### src/rtl/mac_pkg.sv
// rtl/mac_pkg.sv - shared fixed-point helpers for the MAC datapath
//
// Purpose: default widths and the rounding/saturation helpers used by the
// multiply-accumulate lanes and other fixed-point units.
// Ports: none (package).
//
// Helpers work on a 64-bit signed intermediate, so any width up to 63 bits
// can be rounded or clamped. Callers truncate the result to their own width.
package mac_pkg;

  localparam int MAC_DWIDTH = 16;
  localparam int MAC_FRAC   = 8;
  localparam int MAC_LANES  = 4;
  localparam int MAC_AWIDTH = 2 * MAC_DWIDTH;
  localparam int MAC_CWIDTH = 10;
  localparam int WIDE       = 64;

  typedef struct packed {
    logic            hit;
    logic [WIDE-1:0] val;
  } sat_t;

  // Round to nearest with ties away from zero, then drop frac bits.
  function automatic logic signed [WIDE-1:0] round_prod(input logic signed [WIDE-1:0] p,
                                                        input int frac);
    logic signed [WIDE-1:0] half;
    logic signed [WIDE-1:0] neg;
    half = 64'sd1 <<< (frac - 1);
    neg  = p[WIDE-1] ? 64'sd1 : 64'sd0;
    return (p + half - neg) >>> frac;
  endfunction

  // Clamp v to the signed range of 'width' bits; hit flags a clamp.
  function automatic sat_t sat(input logic signed [WIDE-1:0] v, input int width);
    logic signed [WIDE-1:0] hi;
    logic signed [WIDE-1:0] lo;
    sat_t s;
    hi = (64'sd1 <<< (width - 1)) - 64'sd1;
    lo = -(64'sd1 <<< (width - 1));
    if (v > hi) begin
      s.hit = 1'b1;
      s.val = hi;
    end else if (v < lo) begin
      s.hit = 1'b1;
      s.val = lo;
    end else begin
      s.hit = 1'b0;
      s.val = v;
    end
    return s;
  endfunction

endpackage

### src/rtl/mac_lane.sv
// rtl/mac_lane.sv - one lane of the multiply-accumulate datapath
//
// Purpose: S1 operand regs, S2 full product, S3 rounded product, S4
// accumulator with guard bits, output clamp and sticky saturation flag.
// Ports:
//   clk, reset   clock, synchronous active-high reset
//   en_i         global advance; every register holds when low
//   valid_i      S3 stage holds a valid beat
//   last_i       S3 beat is the final beat of its vector
//   first_i      S3 beat is the first beat of its vector (acc restarts)
//   x_i, w_i     lane operands entering S1
//   y_o          clamped dot-product of the last finished vector
//   sat_o        that result was clamped (acc or output)
module mac_lane
  import mac_pkg::*;
#(
  parameter int DWIDTH = MAC_DWIDTH,
  parameter int FRAC   = MAC_FRAC,
  parameter int AWIDTH = MAC_AWIDTH
) (
  input  logic              clk,
  input  logic              reset,
  input  logic              en_i,
  input  logic              valid_i,
  input  logic              last_i,
  input  logic              first_i,
  input  logic [DWIDTH-1:0] x_i,
  input  logic [DWIDTH-1:0] w_i,
  output logic [DWIDTH-1:0] y_o,
  output logic              sat_o
);

  localparam int PWIDTH = 2 * DWIDTH;
  localparam int RWIDTH = 2 * DWIDTH - FRAC;

  logic signed [DWIDTH-1:0] x_q, w_q;
  logic signed [PWIDTH-1:0] p_q, p_d;
  logic signed [RWIDTH-1:0] r_q, r_d;
  logic signed [AWIDTH-1:0] acc_q, acc_d;
  logic                     sticky_q, sticky_d;
  logic        [DWIDTH-1:0] y_q, y_d;
  logic                     sat_q, sat_d;

  logic signed [PWIDTH-1:0] x_ext, w_ext;
  logic signed [WIDE-1:0]   r_wide, base, sum;
  sat_t                     acc_s, out_s;
  logic                     lane_unused;

  always_comb begin
    x_ext    = PWIDTH'(x_q);
    w_ext    = PWIDTH'(w_q);
    p_d      = x_ext * w_ext;
    r_wide   = round_prod(WIDE'(p_q), FRAC);
    r_d      = r_wide[RWIDTH-1:0];
    // First beat of a vector ignores whatever the previous vector left in acc.
    base     = first_i ? '0 : WIDE'(acc_q);
    sum      = base + WIDE'(r_q);
    acc_s    = sat(sum, AWIDTH);
    acc_d    = acc_s.val[AWIDTH-1:0];
    out_s    = sat($signed(acc_s.val), DWIDTH);
    y_d      = out_s.val[DWIDTH-1:0];
    sticky_d = last_i ? 1'b0 : (sticky_q | acc_s.hit);
    sat_d    = sticky_q | acc_s.hit | out_s.hit;
  end

  assign lane_unused = ^{r_wide[WIDE-1:RWIDTH], out_s.val[WIDE-1:DWIDTH]};

  always_ff @(posedge clk) begin
    if (reset) begin
      x_q      <= '0;
      w_q      <= '0;
      p_q      <= '0;
      r_q      <= '0;
      acc_q    <= '0;
      sticky_q <= 1'b0;
      y_q      <= '0;
      sat_q    <= 1'b0;
    end else if (en_i) begin
      x_q <= x_i;
      w_q <= w_i;
      p_q <= p_d;
      r_q <= r_d;
      if (valid_i) begin
        acc_q    <= acc_d;
        sticky_q <= sticky_d;
        if (last_i) begin
          y_q   <= y_d;
          sat_q <= sat_d;
        end
      end
    end
  end

  assign y_o   = y_q;
  assign sat_o = sat_q;

endmodule

### src/rtl/mac_vec.sv
// rtl/mac_vec.sv - multi-lane fixed-point dot-product engine
//
// Purpose: LANES independent MAC lanes sharing one control path: handshake,
// valid/last shift chain, first-beat flag, beat counter, result register.
// Ports:
//   clk, reset    clock, synchronous active-high reset
//   in_valid_i    beat present on x_i/w_i/in_last_i
//   in_ready_o    beat accepted this cycle when in_valid_i is high
//   in_last_i     beat is the final element of its vector
//   x_i, w_i      lane i operand/weight at [i*DWIDTH +: DWIDTH]
//   out_valid_o   y_o/out_sat_o/out_len_o hold a finished result
//   out_ready_i   consumer takes the result this cycle
//   y_o           per-lane clamped dot-product, same packing as x_i
//   out_sat_o     per-lane clamp flag
//   out_len_o     beats in the finished vector, saturating
module mac_vec
  import mac_pkg::*;
#(
  parameter int DWIDTH = MAC_DWIDTH,
  parameter int FRAC   = MAC_FRAC,
  parameter int LANES  = MAC_LANES,
  parameter int AWIDTH = 2 * DWIDTH,
  parameter int CWIDTH = MAC_CWIDTH
) (
  input  logic                    clk,
  input  logic                    reset,
  input  logic                    in_valid_i,
  output logic                    in_ready_o,
  input  logic                    in_last_i,
  input  logic [LANES*DWIDTH-1:0] x_i,
  input  logic [LANES*DWIDTH-1:0] w_i,
  output logic                    out_valid_o,
  input  logic                    out_ready_i,
  output logic [LANES*DWIDTH-1:0] y_o,
  output logic [LANES-1:0]        out_sat_o,
  output logic [CWIDTH-1:0]       out_len_o
);

  logic              en, accept;
  logic              v1_q, v2_q, v3_q;
  logic              l1_q, l2_q, l3_q;
  logic              first_q;
  logic [CWIDTH-1:0] cnt_q, cnt_inc;
  logic [CWIDTH-1:0] out_len_q;
  logic              out_valid_q;

  // Whole pipeline stalls only when a finished result is waiting unread.
  assign en         = !out_valid_q || out_ready_i;
  assign in_ready_o = en;
  assign accept     = in_valid_i && en;
  assign cnt_inc    = (cnt_q == '1) ? cnt_q : cnt_q + CWIDTH'(1);

  always_ff @(posedge clk) begin
    if (reset) begin
      v1_q        <= 1'b0;
      v2_q        <= 1'b0;
      v3_q        <= 1'b0;
      l1_q        <= 1'b0;
      l2_q        <= 1'b0;
      l3_q        <= 1'b0;
      first_q     <= 1'b1;
      cnt_q       <= '0;
      out_len_q   <= '0;
      out_valid_q <= 1'b0;
    end else begin
      if (en) begin
        v1_q <= accept;
        l1_q <= accept && in_last_i;
        v2_q <= v1_q;
        l2_q <= l1_q;
        v3_q <= v2_q;
        l3_q <= l2_q;
        if (v3_q) begin
          first_q <= l3_q;
          if (l3_q) begin
            cnt_q     <= '0;
            out_len_q <= cnt_inc;
          end else begin
            cnt_q <= cnt_inc;
          end
        end
      end
      // A completing vector on the same edge as the read keeps out_valid high.
      if (en && v3_q && l3_q) begin
        out_valid_q <= 1'b1;
      end else if (out_ready_i) begin
        out_valid_q <= 1'b0;
      end
    end
  end

  for (genvar g = 0; g < LANES; g++) begin : g_lane
    mac_lane #(
      .DWIDTH(DWIDTH),
      .FRAC  (FRAC),
      .AWIDTH(AWIDTH)
    ) u_lane (
      .clk    (clk),
      .reset  (reset),
      .en_i   (en),
      .valid_i(v3_q),
      .last_i (l3_q),
      .first_i(first_q),
      .x_i    (x_i[g*DWIDTH +: DWIDTH]),
      .w_i    (w_i[g*DWIDTH +: DWIDTH]),
      .y_o    (y_o[g*DWIDTH +: DWIDTH]),
      .sat_o  (out_sat_o[g])
    );
  end

  assign out_valid_o = out_valid_q;
  assign out_len_o   = out_len_q;

endmodule

### config.mk
export PLATFORM = sky130hd
export DESIGN_NAME = mac_vec
export DESIGN_NICKNAME = d
export VERILOG_FILES = /design/src/rtl/mac_pkg.sv /design/src/rtl/mac_lane.sv /design/src/rtl/mac_vec.sv
export SDC_FILE = /design/constraint.sdc
export NUM_CORES = 2
export LEC_CHECK = 0
export CELL_PAD_IN_SITES_DETAIL_PLACEMENT = 0
export CELL_PAD_IN_SITES_GLOBAL_PLACEMENT = 1
export CORE_MARGIN = 2
export CORE_UTILIZATION = 32
export DETAILED_ROUTE_END_ITERATION = 10
export PLACE_DENSITY_LB_ADDON = 0.1
export RECOVER_POWER = 100
export SETUP_SLACK_MARGIN = 0.3
export SYNTH_ARGS = -nofsm -noshare
export SYNTH_HDL_FRONTEND = slang
export SYNTH_HIERARCHICAL = 1
export SYNTH_SLANG_ARGS = --single-unit
### constraint.sdc
create_clock -name clk -period 6.79 [get_ports clk]
set_input_delay 1.0185 -clock clk [delete_from_list [all_inputs] [get_ports clk]]
set_output_delay 1.0185 -clock clk [all_outputs]
set_load 0.005 [all_outputs]
==> summary by stage <==
Status
The flow ran to the end, but the final reports show violations. The checks that failed: max-capacitance violations, max-slew violations.

Synthesis
In the synthesized netlist the async set-or-reset flop fraction comes to 0%. The fraction of synthesized area in multiplexers is 4.04%. The synthesis warning total is 6. The number of flip-flops and latches in the synthesized netlist is 580. By area the synthesized netlist is led by fa_1 28%, dfxtp_1 15%, ha_1 9.6%, inv_1 6.3%, nand2_1 4.3%. In the post-synthesis netlist, the cell with the most instances is inv_1. Summing the areas of all compound-gate instances in the mapped netlist gives 13.1% of the synthesized area. When the netlist entered floorplanning its net count stood at 10,500. The simple-gate share of the synthesized area is 17.9%. The prevailing post-synth register cell is dfxtp_1. The portion of the post-synthesis area used by sequential elements is 15.3%. The main combinational cell family by area after synthesis is adder cells.

The count of different cell masters after synthesis is 134. After technology mapping, the gate count stands at 8,737. The synthesized design devotes to its leading area cell type 27.9% of total area.

Of all cell types, the one taking the most synthesized area is fa_1. After synthesis, the mean cell area works out to 8.67 um^2. In this run, synthesis inferred 0 flip-flops with an integrated enable. The adder and majority gate portion of the synthesized area is 37.5%. After synthesis, the most frequently instantiated cells are 1,278 x inv_1, 1,056 x fa_1, 868 x nand2_1. The cell area that synthesis handed to floorplanning was 75,700 um^2. Of the total synthesized cell area, the portion taken by XOR and XNOR cells is 3.51%.

Cells and area
The filler cells instantiated in the layout total 24,300. In the final design database the tool counted 10,800 nets. The growth of design area from synthesis to finish is 15.2%. The finished cells cover 87,300 um^2. Cells with a size suffix above 1 make up 9.42% of the layout.

Global routing
The initial antenna violation count is 5. For this run the aggregate overflow at the end of global routing stands at 0. The number of global-route vias before repair was 62,800.

The first global-routing pass estimated 359,000 um of wire. The largest net degree at the start of global routing is 168. The global-route usage over all layers is 18.7%.

Floorplanning
The floorplan step defined a die boundary enclosing 241,000 um^2. The y dimension of the die is 491 um. The total area inside the core boundary comes to 235,000 um^2.

The die is 491 um wide. For this configuration, the core starts out at a cell density of 32.2%. The count of standard-cell rows is 178. In this run the count of I/O pins placed on the die edge is 213.

Power and ir drop
The worst ir drop on vdd is 0.000211 V. In this run switching power makes up 45.5% of total power. The switching power total is 0.0114 W.

Summed over all cells, the static leakage comes to 42.3 nW. Per report_power, the sequential group accounts for 18.6% of the total. The internal power component is 0.0136 W. The share of total power dissipated in the clock network is 19.6%.

Power spread over the standard cell area amounts to 286 nW/um^2. The combinational share of power is 61.8%.

Clocking
The number of clock buffers inserted by TritonCTS is 84. The number of hold buffers added after CTS was 0. The CTS tree is built. For the worst-skew pair, the clock arrives at the later sink with an insertion delay of 740 ps. The H-tree depth is 3. In this run the deepest clock path goes through 3 buffers. The root buffer selected by CTS is clkbuf_16. The CTS sink count is 580.

The CTS clock-pin slew for the worst setup and hold paths is 60 ps.

Worst setup path
For flop-to-flop paths, the worst setup slack is 430 ps. The data required time at the worst endpoint is 7400 ps. The endpoint type of the worst setup path is a flop. The critical path in this run is classified as reg -> reg. STA puts the critical path data arrival time at 6970 ps. STA classifies the critical path startpoint as a flop. Along the worst path, the maximum fanout reaches 9.

Timing
Setup repair after global routing could not meet its margin everywhere. The count of final setup violators is 0. The number of hold violations in the final report is 0. The share of the clock period used by the worst path after layout is 93.7%.

The maximum achievable frequency is 157 MHz. The worst setup skew after layout is 46.6 ps. In the final timing run, aggregate negative setup slack is 0 ps.

The post-layout minimum cycle time is 6360 ps. For the pin with the worst max-slew slack, the measured transition is 3260 ps. The max-slew violation count is 278. Headroom to the max-slew limit came out at -117%. On the final layout, the worst hold slack is 445 ps.

Worst hold path
The type of the tightest min-delay check is reg -> reg.

Placed design
At the end of routability-driven placement, the weighted congestion stood at 0.826. In this run the cell area measured after placement is 82,700 um^2. The number of buffers inserted by port buffering is 212. The wire-length estimate of the detail-placed layout is 180,000 um.

Routing
Dividing the detail-routed wire length by the instance count gives 18.3 um. For this block, the initial DRC count from the detailed router was 2,544. Once detail routing completed, the nets flagged for antenna violations numbered 0. The first detailed-routing pass ran for 5 iterations. For this block, the routed nets add up to 224,000 um of wire. The detailed-route vias per instance is 4.86. The number of remaining DRC errors is 0. For this block, the via count after detailed routing is 59,600.

Run
Across the run, the number of max-cap violations was 7.
==> layer usage <==
layer / vias up / part of all wire (%) / global-route usage (%)
li1: 29000 / - / -
met1: 29600 / 46 / 24.9
met2: 767 / 49 / 32.1
met3: 217 / 2.8 / 1.95
met4: 2 / 2.3 / 4.66
met5: - / 0.0053 / 0
==> metrics by stage <==
step           setup WS [ps]  std cells  utilization [%]  power, W
2_1_floorplan            269       8737                -    0.0156
3_3_place_gp            -152      12000             35.1    0.0198
3_5_place_dp            -196      12000             35.1    0.0199
4_1_cts                  280      12200             36.6    0.0251
5_1_grt                  139      12200             37.1    0.0275
6_report                 429      12200             37.1    0.0250
==> power by group through the flow <==
stage / registers (W) / logic [W] / clock network, W
after CTS: 0.00470 / 0.0153 / 0.00512
after floorplan: 0.00441 / 0.0112 / 0
final: 0.00466 / 0.0154 / 0.00489
after global routing: 0.00475 / 0.0175 / 0.00523
after detailed placement: 0.00477 / 0.0151 / 0
after global placement: 0.00476 / 0.0151 / 0
==> state kept, by name (all words and copies together), names as in the netlist <==
| register | cells |
|---|---|
| cnt_q | 10 |
| first_q | 1 |
| g_lane.u_lane/acc_q | 128 |
| g_lane.u_lane/p_q | 128 |
| g_lane.u_lane/r_q | 96 |
| g_lane.u_lane/sat_o | 4 |
| g_lane.u_lane/sticky_q | 4 |
| g_lane.u_lane/w_q | 64 |
| g_lane.u_lane/x_q | 64 |
| g_lane.u_lane/y_o | 64 |
| l1_q | 1 |
| l2_q | 1 |
| l3_q | 1 |
| out_len_o | 10 |
| out_valid_o | 1 |
| v1_q | 1 |
| v2_q | 1 |
| v3_q | 1 |
==> path summary, 6_finish.rpt <==
path                            depth (start not counted)                       start                          to
worst min register to register                          2  g_lane[0].u_lane/acc_q[22]  g_lane[0].u_lane/acc_q[22]
worst max register to register                         21     g_lane[0].u_lane/x_q[1]    g_lane[0].u_lane/p_q[20]
worst max-delay path                                   21     g_lane[0].u_lane/x_q[1]    g_lane[0].u_lane/p_q[20]
worst min-delay path                                    2  g_lane[0].u_lane/acc_q[22]  g_lane[0].u_lane/acc_q[22]
==> kinds of logic after synthesis <==
| kind of cell | Yosys count |
|---|---|
| AOI/OAI and AO/OA | 1434 |
| xor gates and xnor gates | 302 |
| adders and majority gates | 1637 |
| buffers and inverters | 1672 |
| DFF | 580 |
| muxes | 304 |
| and+or+nand+nor | 2808 |
==> layout make-up <==
type	count	area, um^2	area share (%)
multi-input cells	6486	58200	66.7
diodes	4	10.0	0.0115
inverters	1281	4820	5.52
well taps	3150	3940	4.52
flip-flops and latches	580	11900	13.6
repair buffers	587	5360	6.14
repair inverters	1	5.00	0.00573
clock buffers	109	2340	2.68
clock inverters	47	731	0.837
==> cell usage in the layout, fill, tap and decap left out, drive strengths merged, types with 144 or more instances in the layout <==
master | Yosys | layout
inv | 1279 | 1281
fa | 1056 | 1056
nand2 | 874 | 874
nor2 | 763 | 763
ha | 581 | 581
dfxtp | 580 | 580
and2 | 428 | 428
a21oi | 367 | 367
buf | 68 | 341
mux2i | 297 | 297
o21ai | 247 | 247
xnor2 | 204 | 204
a21o | 179 | 179
nor2b | 172 | 172
clkbuf | 323 | 144
==> timing repair <==
item / in CTS / in global routing
cloned: 0 / 3
buffers inserted: 9 / 45
endpoints found under the setup margin: 55 / 96
resized for setup: 82 / 322
pin swaps: 6 / 130
==> worst max-delay path, stage by stage, from the launching register on <==
cell	delay (ps)
dfxtp_1	590
nand2_1	140
fa_1	510
fa_1	540
inv_1	60
fa_1	540
inv_1	60
fa_1	530
fa_1	560
inv_1	60
fa_1	510
ha_1	270
nor3_2	240
o21ai_0	120
a21oi_1	280
o31ai_1	150
buf_4	180
a21o_1	170
a21oi_1	220
xor2_2	280
mux2_2	200
nor2_1	40
No activity file was read; power rests on OpenSTA's default activity.
